$ cat config.mk
export PLATFORM = sky130hd
export DESIGN_NAME = hi_sim_sched
export DESIGN_NICKNAME = d
export VERILOG_FILES = /design/src/rtl/hi_sim_sched.sv
export SDC_FILE = /design/constraint.sdc
export NUM_CORES = 1
export LEC_CHECK = 0
export BUFFER_PORTS_ARGS = -buffer_cell sky130_fd_sc_hd__buf_2
export CORE_MARGIN = 8
export CORE_UTILIZATION = 53
export CTS_CLUSTER_DIAMETER = 50
export CTS_CLUSTER_SIZE = 16
export DETAILED_ROUTE_END_ITERATION = 7
export GPL_TIMING_DRIVEN = 0
export PLACE_DENSITY = 0.71
export SETUP_SLACK_MARGIN = 0.2
export SKIP_LAST_GASP = 1
export SYNTH_ARGS = -nofsm -noshare
export SYNTH_HDL_FRONTEND = slang
export SYNTH_SLANG_ARGS = --single-unit
$ cat constraint.sdc
create_clock -name ck_1356meg -period 4.5 [get_ports ck_1356meg]
set_clock_uncertainty 0.2 [all_clocks]
set_input_delay 0.45 -clock ck_1356meg [delete_from_list [all_inputs] [get_ports ck_1356meg]]
set_output_delay 0.45 -clock ck_1356meg [all_outputs]
set_load 0.1 [all_outputs]
$ cat src/rtl/hi_sim_sched.sv
// ISO14443-A tag-simulation scheduler: detects the end of a reader frame, times the
// frame delay, then plays the ARM's response as a modulation window on the carrier.
module hi_sim_sched #(
    parameter int EOF_GAP = 512,
    parameter int BIT_CYC = 128
) (
    input  logic        ck_1356meg,
    input  logic        nrst,
    input  logic        reader_pause,
    input  logic        arm_ready,
    input  logic [2:0]  arm_mod_type,
    input  logic [11:0] fdt,
    input  logic [9:0]  tx_bits,
    input  logic        clr_flags,
    output logic [2:0]  mod_type,
    output logic        tx_active,
    output logic        rx_done,
    output logic        missed,
    output logic        collided
);

    localparam int CYC_W = (BIT_CYC > 1) ? $clog2(BIT_CYC) : 1;
    localparam logic [9:0]       GAP_LAST = 10'(EOF_GAP - 1);
    localparam logic [CYC_W-1:0] CYC_LAST = CYC_W'(BIT_CYC - 1);

    typedef enum logic [1:0] {
        ST_IDLE = 2'd0,
        ST_RX   = 2'd1,
        ST_WAIT = 2'd2,
        ST_TX   = 2'd3
    } state_t;

    state_t            state_q, state_d;
    logic [9:0]        gap_q, gap_d;
    logic [11:0]       fdt_cnt_q, fdt_cnt_d;
    logic [CYC_W-1:0]  cyc_q, cyc_d;
    logic [9:0]        bit_q, bit_d;
    logic [2:0]        type_q, type_d;
    logic [9:0]        bits_q, bits_d;
    logic [2:0]        mod_type_q, mod_type_d;
    logic              tx_active_q, tx_active_d;
    logic              rx_done_q, rx_done_d;
    logic              missed_q, missed_d;
    logic              collided_q, collided_d;

    logic              rx_pulse_s, miss_set_s, coll_set_s;
    logic [11:0]       fdt_inc_s;
    logic              fdt_expired_s;

    function automatic logic mod_legal(input logic [2:0] t);
        logic ok;
        case (t)
            3'b001, 3'b010, 3'b100, 3'b101: ok = 1'b1;
            default:                        ok = 1'b0;
        endcase
        return ok;
    endfunction

    // A short fdt expires on the first WAIT cycle, so the delay is stretched rather than lost.
    assign fdt_inc_s     = (fdt_cnt_q == 12'hFFF) ? fdt_cnt_q : fdt_cnt_q + 12'd1;
    assign fdt_expired_s = ({1'b0, fdt_cnt_q} + 13'd1) >= {1'b0, fdt};

    // State register and all counters / latched response parameters.
    always_ff @(posedge ck_1356meg or negedge nrst) begin
        if (!nrst) begin
            state_q     <= ST_IDLE;
            gap_q       <= 10'd0;
            fdt_cnt_q   <= 12'd0;
            cyc_q       <= '0;
            bit_q       <= 10'd0;
            type_q      <= 3'b000;
            bits_q      <= 10'd0;
            mod_type_q  <= 3'b000;
            tx_active_q <= 1'b0;
            rx_done_q   <= 1'b0;
            missed_q    <= 1'b0;
            collided_q  <= 1'b0;
        end else begin
            state_q     <= state_d;
            gap_q       <= gap_d;
            fdt_cnt_q   <= fdt_cnt_d;
            cyc_q       <= cyc_d;
            bit_q       <= bit_d;
            type_q      <= type_d;
            bits_q      <= bits_d;
            mod_type_q  <= mod_type_d;
            tx_active_q <= tx_active_d;
            rx_done_q   <= rx_done_d;
            missed_q    <= missed_d;
            collided_q  <= collided_d;
        end
    end

    // Next-state and counter update logic.
    always_comb begin
        state_d    = state_q;
        gap_d      = gap_q;
        fdt_cnt_d  = fdt_cnt_q;
        cyc_d      = cyc_q;
        bit_d      = bit_q;
        type_d     = type_q;
        bits_d     = bits_q;
        rx_pulse_s = 1'b0;
        miss_set_s = 1'b0;
        coll_set_s = 1'b0;
        case (state_q)
            ST_IDLE: begin
                if (reader_pause) begin
                    state_d   = ST_RX;
                    gap_d     = 10'd0;
                    fdt_cnt_d = 12'd0;
                end else begin
                    state_d = ST_IDLE;
                end
            end
            ST_RX: begin
                if (reader_pause) begin
                    gap_d     = 10'd0;
                    fdt_cnt_d = 12'd0;
                end else begin
                    fdt_cnt_d = fdt_inc_s;
                    if (gap_q == GAP_LAST) begin
                        state_d    = ST_WAIT;
                        rx_pulse_s = 1'b1;
                    end else begin
                        gap_d = gap_q + 10'd1;
                    end
                end
            end
            ST_WAIT: begin
                if (reader_pause) begin
                    state_d   = ST_RX;
                    gap_d     = 10'd0;
                    fdt_cnt_d = 12'd0;
                end else begin
                    fdt_cnt_d = fdt_inc_s;
                    if (fdt_expired_s) begin
                        if (!arm_ready) begin
                            state_d    = ST_IDLE;
                            miss_set_s = 1'b1;
                        end else if (tx_bits == 10'd0) begin
                            state_d = ST_IDLE;
                        end else begin
                            state_d = ST_TX;
                            type_d  = arm_mod_type;
                            bits_d  = tx_bits;
                            cyc_d   = '0;
                            bit_d   = 10'd0;
                        end
                    end else begin
                        state_d = ST_WAIT;
                    end
                end
            end
            ST_TX: begin
                if (reader_pause) begin
                    state_d    = ST_RX;
                    coll_set_s = 1'b1;
                    gap_d      = 10'd0;
                    fdt_cnt_d  = 12'd0;
                end else if (cyc_q == CYC_LAST) begin
                    if (bit_q == bits_q - 10'd1) begin
                        state_d = ST_IDLE;
                    end else begin
                        bit_d = bit_q + 10'd1;
                        cyc_d = '0;
                    end
                end else begin
                    cyc_d = cyc_q + 1'b1;
                end
            end
            default: begin
                state_d = ST_IDLE;
            end
        endcase
    end

    // Registered outputs are derived from the next state so they align with it.
    always_comb begin
        mod_type_d  = 3'b000;
        tx_active_d = 1'b0;
        if (state_d == ST_TX) begin
            tx_active_d = 1'b1;
            mod_type_d  = mod_legal(type_d) ? type_d : 3'b000;
        end else begin
            tx_active_d = 1'b0;
        end
        rx_done_d  = rx_pulse_s;
        missed_d   = miss_set_s ? 1'b1 : (clr_flags ? 1'b0 : missed_q);
        collided_d = coll_set_s ? 1'b1 : (clr_flags ? 1'b0 : collided_q);
    end

    assign mod_type  = mod_type_q;
    assign tx_active = tx_active_q;
    assign rx_done   = rx_done_q;
    assign missed    = missed_q;
    assign collided  = collided_q;

endmodule

Word-level counts from Yosys, hierarchy flattened
Index checks and enable logic that the tools add are counted.
{ "totals": {"register_bits": 61, "latchBits": 0, "ramBits": 0, "romBits": 0, "input_bits": 30, "out_inout_bits": 7, "word_cells": 116, "memories": 0} }
{ "op_classes": {"n_addsub": 6, "multipliers": 0, "div": 0, "n_lt_le_gt_ge": 1, "n_eq_ne": 24, "n_shift": 0, "n_mux": 57, "n_bitwise": 2, "reduce_logical": 14} }
{ "op_table": {"columns": ["cell", "count"], "rows": [
  ["$mux W10", 10],
  ["$mux W7", 7],
  ["$pmux W10 S2", 2],
  ["$mux W12", 3],
  ["$pmux W12 S2", 1],
  ["$mux W3", 7],
  ["$add A10 B1 Y10 const B", 2],
  ["$mux W2", 9],
  ["$mux W1", 16],
  ["$ne A2 B2 Y1 const B", 7],
  ["$pmux W7 S2", 1],
  ["$add A12 B1 Y13 const B", 1],
  ["$ge A13 B12 Y1", 1],
  ["$add A12 B1 Y12 const B", 1],
  ["$eq A12 B12 Y1 const B", 1],
  ["$eq A10 B10 Y1", 1],
  ["$eq A10 B9 Y1 const B", 1],
  ["$logic_not A10 Y1", 1],
  ["$sub A10 B1 Y10 const B", 1],
  ["$ne A3 B3 Y1 const B", 3],
  ["$pmux W2 S4", 1],
  ["$reduce_and A8 Y1", 1],
  ["$add A7 B1 Y7 const B", 1],
  ["$eq A7 B7 Y1 const B", 1],
  ["other kinds (15)", 24]
]} }

Logic depth before layout (Yosys ltp)
{ "depth": {"depth_word": 12, "depth_mapped": 16, "mapped_depth_nobuf": 14} }

Worst setup path after synthesis
Ideal clock, no wire load.
{ "synth_timing": {"kind": "reg-to-reg", "from": "reg fdt_cnt_q[0]", "to": "reg bits_q[2]", "setup_time_ps": 125, "arrival_ps": 3534, "required_ps": 4175, "slack_ps": 641, "stages_incl_launch_ff": 16, "path_buffers": 2, "synth_period_minus_slack_ps": 3859, "path_cell_list": "dfrtp_1 > ha_1 > and3_1 > and3_1 > nand3_1 > nor2_1 > xor2_1 > ha_1 > a21o_1 > a21o_1 > a211oi_1 > and2_1 > or3_1 > clkbuf_1 > buf_1 > mux2_2"} }
{ "synth_between": {"elab_chain_len": 3} }
{ "synth_rtl": {"columns": ["item", "line_no", "source"], "rows": [
  ["start, declared", "35", "logic [11:0] fdt_cnt_q, fdt_cnt_d;"],
  ["start signal, assigned", "81", "fdt_cnt_q <= fdt_cnt_d;"],
  ["$add A12 B1 Y13", "61", "assign fdt_expired_s = ({1'b0, fdt_cnt_q} + 13'd1) >= {1'b0, fdt};"],
  ["$ge A13 B12 Y1", "61", null],
  ["$reduce_and A5 Y1 (no source line)", null, null],
  ["end signal, assigned", "85", "bits_q <= bits_d;"],
  ["end, declared", "39", "logic [9:0] bits_q, bits_d;"]
]} }
Every way passes these cells.
A chain may end at the register's enable or synchronous reset.

Final worst setup path
{ "layout_timing": {"from": "reg fdt_cnt_q[0]", "to": "reg bits_q[6]"} }
The elaborated chain is that of the path after synthesis.

==> flow_summary.yaml <==
cts:
  htree_levels: 3
  hold_buffers: 0
  cts_sinks: 61
  cts_buffers: 9
  clock_path_buffers: 2
  clock-root-buffer: "clkbuf_8"
  clk_latency_ps: 340
  path_clk_slew_ps: 70
  cts_tree: "done"
power:
  internal_power_mw: 1.01
  power_frac_seq_pct: 43.6
  swShare_pct: 25.7
  total_leakage_power_nw: 2.14
  p_per_area_nw_per_um2: 305
  p_clk_share_pct: 41.9
  total_power_mw: 1.35
  comb_power_share_pct: 14.5
  irDropWorstVdd_uv: 186
  p_switching_mw: 0.349
yosys:
  seq_area_frac_synth_pct: 39.2
  synth_top_family_by_area: "simple AND/OR/NAND/NOR gates"
  synth_edf_count: 0
  synth_top_area_share_pct: 39.2
  synth_top_area_cell: "dfrtp_1"
  yosys.area_share.adder_pct: 6.75
  synth_ff_type: "dfrtp_1"
  yosys.area_share.simple_pct: 22.7
  synth_xor_xnor_area_share_pct: 8.77
  muxShareOfSynthArea_pct: 5.56
  yosysWarnings: 0
  synth-async-reset-ratio_pct: 100
  synth_cell_types: 56
  synthesis.instances: 425
  ys_ff_latch: 61
  syn_nets: 476
  syn_area_um2: 3890
  synth-compound-area-share_pct: 13.0
  synth.avg_cell_area_um2: 9.16
  ys_top_cells_by_area: "dfrtp_1, ha_1, xor2_1"
run_status:
  violations: "negative hold slack"
  status: "complete, but fails checks"
critical_path:
  rrSetupSlack_ps: 490
  crit_slowest_cell: "dfrtp_1"
  crit_path_end_kind: "register"
  criticalPathCategory: "reg -> reg"
  arrival_ps: 4030
  r2r_start: "fdt_cnt_q[0]"
  reg2reg_to: "bits_q[6]"
  worstPathRequired_ps: 4520
  cp_cell_sequence: "ha_1 > and3_1 > and3_1 > nand3_1 > nor2_1 > xor2_1 > ha_1 > a21o_1 > a21o_1 > a211oi_2 > and2_1 > or3_1 > clkbuf_2 > clkbuf_4 > mux2_2"
  r2r_cells: 15
  worstSetupStartpointType: "register"
  crit_fanout: 10
  cpPeakStageDelay_ps: 410
grt:
  grt_first_pass_wirelength_um: 14500
  antenna_found_initial: 0
  grt_pass1_vias: 3165
  grt_max_degree: 62
  grt_usage_pct: 17.5
  grt-ovfl-total: 0
run:
  maxCapViolations: 0
drt:
  drc: 0
  totalWireLength_um: 8440
  vias: 3235
  drt.antenna.violating_nets: 0
  wire_per_inst_um: 14.7
  drt-pass1-iter-count: 5
  viasPerCell: 5.63
  first_iter_violations: 97
sta:
  relSlewSlack_pct: 46.5
  finalSetupViolations: 0
  fin_crit_ps: 4010
  max_freq_ghz: 0.249
  rsz0062_at_grt: "no"
  setup_tns_ps: 0
  hold_viol_final: 15
  tightestPinTransition_ps: 800
  whs_ps: -23.8
  slew_violations: 0
  finalCritPeriodShare_pct: 89.1
floorplan:
  io_pins: 37
  die_h_um: 102
  die_area_um2: 10300
  initial_core_util_pct: 54.3
  num_rows: 31
  die_w_um: 102
  core-area_um2: 7180
layout:
  multi_input_area_um2: 2220
  finalNonFillerCells: 575
  nets: 523
  drive_above_1_share_pct: 16.8
  syn2layout_area_growth_pct: 14.2
  diodes: 0
  ff_latch_area_um2: 1530
  fillers: 625
  fin_util_pct: 62.0
worst_hold_path:
  hp-class: "in -> async"
place:
  place_inst: 559
  gp_congestion: 0.829
  dp_hpwl_um: 6250
  port-buffer-count: 35
## timing repair
action / 4_1_cts / 5_1_grt
buffers inserted: 0 / 1
cloned: 0 / 0
endpoints found under the setup margin: 10 / 22
gates resized for setup: 2 / 8
pin swaps: 0 / 1
## Yosys cell counts, types with 7 or more instances
cell / n
dfrtp_1: 61
nand2_1: 43
nor2_1: 39
inv_1: 25
xor2_1: 25
ha_1: 21
a21oi_1: 18
o21ai_0: 18
nand3_1: 14
xnor2_1: 14
mux2_2: 13
clkbuf_1: 12
nand4_1: 11
and3_1: 8
nor4_1: 8
mux2i_1: 7
## power groups by stage
stage                     combinational (mW)  clock [mW]  sequential [mW]
final                                  0.197       0.568            0.590
after global routing                   0.226       0.614            0.593
after CTS                              0.199       0.582            0.590
after detailed placement               0.197           0            0.600
after global placement                 0.191           0            0.600
after floorplan                        0.135           0            0.595
## logic make-up (layout without fill, tap and decap cells)
logic type,count (synthesis),in the layout
AND/OR/NAND/NOR,168,168
multiplexers,20,20
buffers and inverters,41,92
XOR/XNOR,39,39
adder cells (fa/ha/maj),21,21
flip-flops,61,61
AO/OA/AOI/OAI,75,75
## routing by layer
| layer | global-route usage [%] | part of all wire [%] | routed length, um | up-vias |
|---|---|---|---|---|
| met5 | 0 | 0 | 0 | - |
| met4 | 5.61 | 1.0 | 85 | 0 |
| met3 | 5.02 | 2.8 | 236 | 11 |
| met2 | 30.2 | 51 | 4320 | 45 |
| met1 | 20.2 | 45 | 3800 | 1569 |
| li1 | - | - | - | 1610 |
## sequential cells by signal, indices dropped and copies added (netlist names)
signal,flops
bit_q,10
bits_q,10
collided,1
cyc_q,7
fdt_cnt_q,12
gap_q,10
missed,1
mod_type,3
rx_done,1
state_q,2
tx_active,1
type_q,3
## layout by cell type, fill, tap and decap left out, types with 6 or more instances in the layout
cell type | Yosys | routed
o21ai_0 | 18 | 18
dfrtp_1 | 61 | 61
xor2_1 | 25 | 25
nand3_1 | 14 | 14
buf_2 | 0 | 34
clkbuf_1 | 12 | 10
a21oi_1 | 18 | 18
nand4_1 | 11 | 11
o31ai_1 | 6 | 6
and3_1 | 8 | 8
ha_1 | 21 | 21
xnor2_1 | 14 | 14
nor2_1 | 39 | 37
nor4_1 | 8 | 8
clkbuf_8 | 0 | 9
nand2b_1 | 6 | 6
mux2i_1 | 7 | 7
nand2_1 | 43 | 43
inv_1 | 25 | 25
mux2_2 | 13 | 13
## worst max path at each step
| stage | startpoint | to | slack (ps) |
|---|---|---|---|
| 6_report | fdt_cnt_q[0] | bits_q[6] | 490 |
| 5_1_grt | fdt_cnt_q[0] | cyc_q[5] | 190 |
| 4_1_cts | fdt_cnt_q[0] | bits_q[6] | 290 |
| 3_5_place_dp | fdt_cnt_q[0] | bits_q[4] | -50 |
| 3_3_place_gp | fdt_cnt_q[0] | bits_q[6] | -20 |
| 2_1_floorplan | fdt_cnt_q[0] | bits_q[2] | 640 |
## critical path, delay by kind of cell (launching register included)
family	cells	cell delay [ps]
AND/OR/NAND/NOR	6	1160
adder cells (fa/ha/maj)	2	510
multiplexers	1	350
buffers and inverters	2	490
AO/OA/AOI/OAI	3	600
XOR/XNOR	1	160
flip-flops	1	410
## through the flow
step           setup slack, ps  hold WS, ps  cell area, um^2
2_1_floorplan              641        -45.6             3890
3_3_place_gp             -16.0          306             4190
3_5_place_dp             -48.6          309             4190
4_1_cts                    292          112             4420
5_1_grt                    195         61.3             4450
6_report                   489        -23.8             4450
## final cells by class
class | count | area share [%]
tap | 99 | 2.78
inverter | 26 | 2.19
clock inverter | 5 | 2.25
timing repair buffer | 36 | 4.16
multi-input combinational | 323 | 50.0
sequential | 61 | 34.3
clock buffer | 10 | 2.87
buffer | 15 | 1.43
Note: power is estimated with default switching activity, not from simulation.
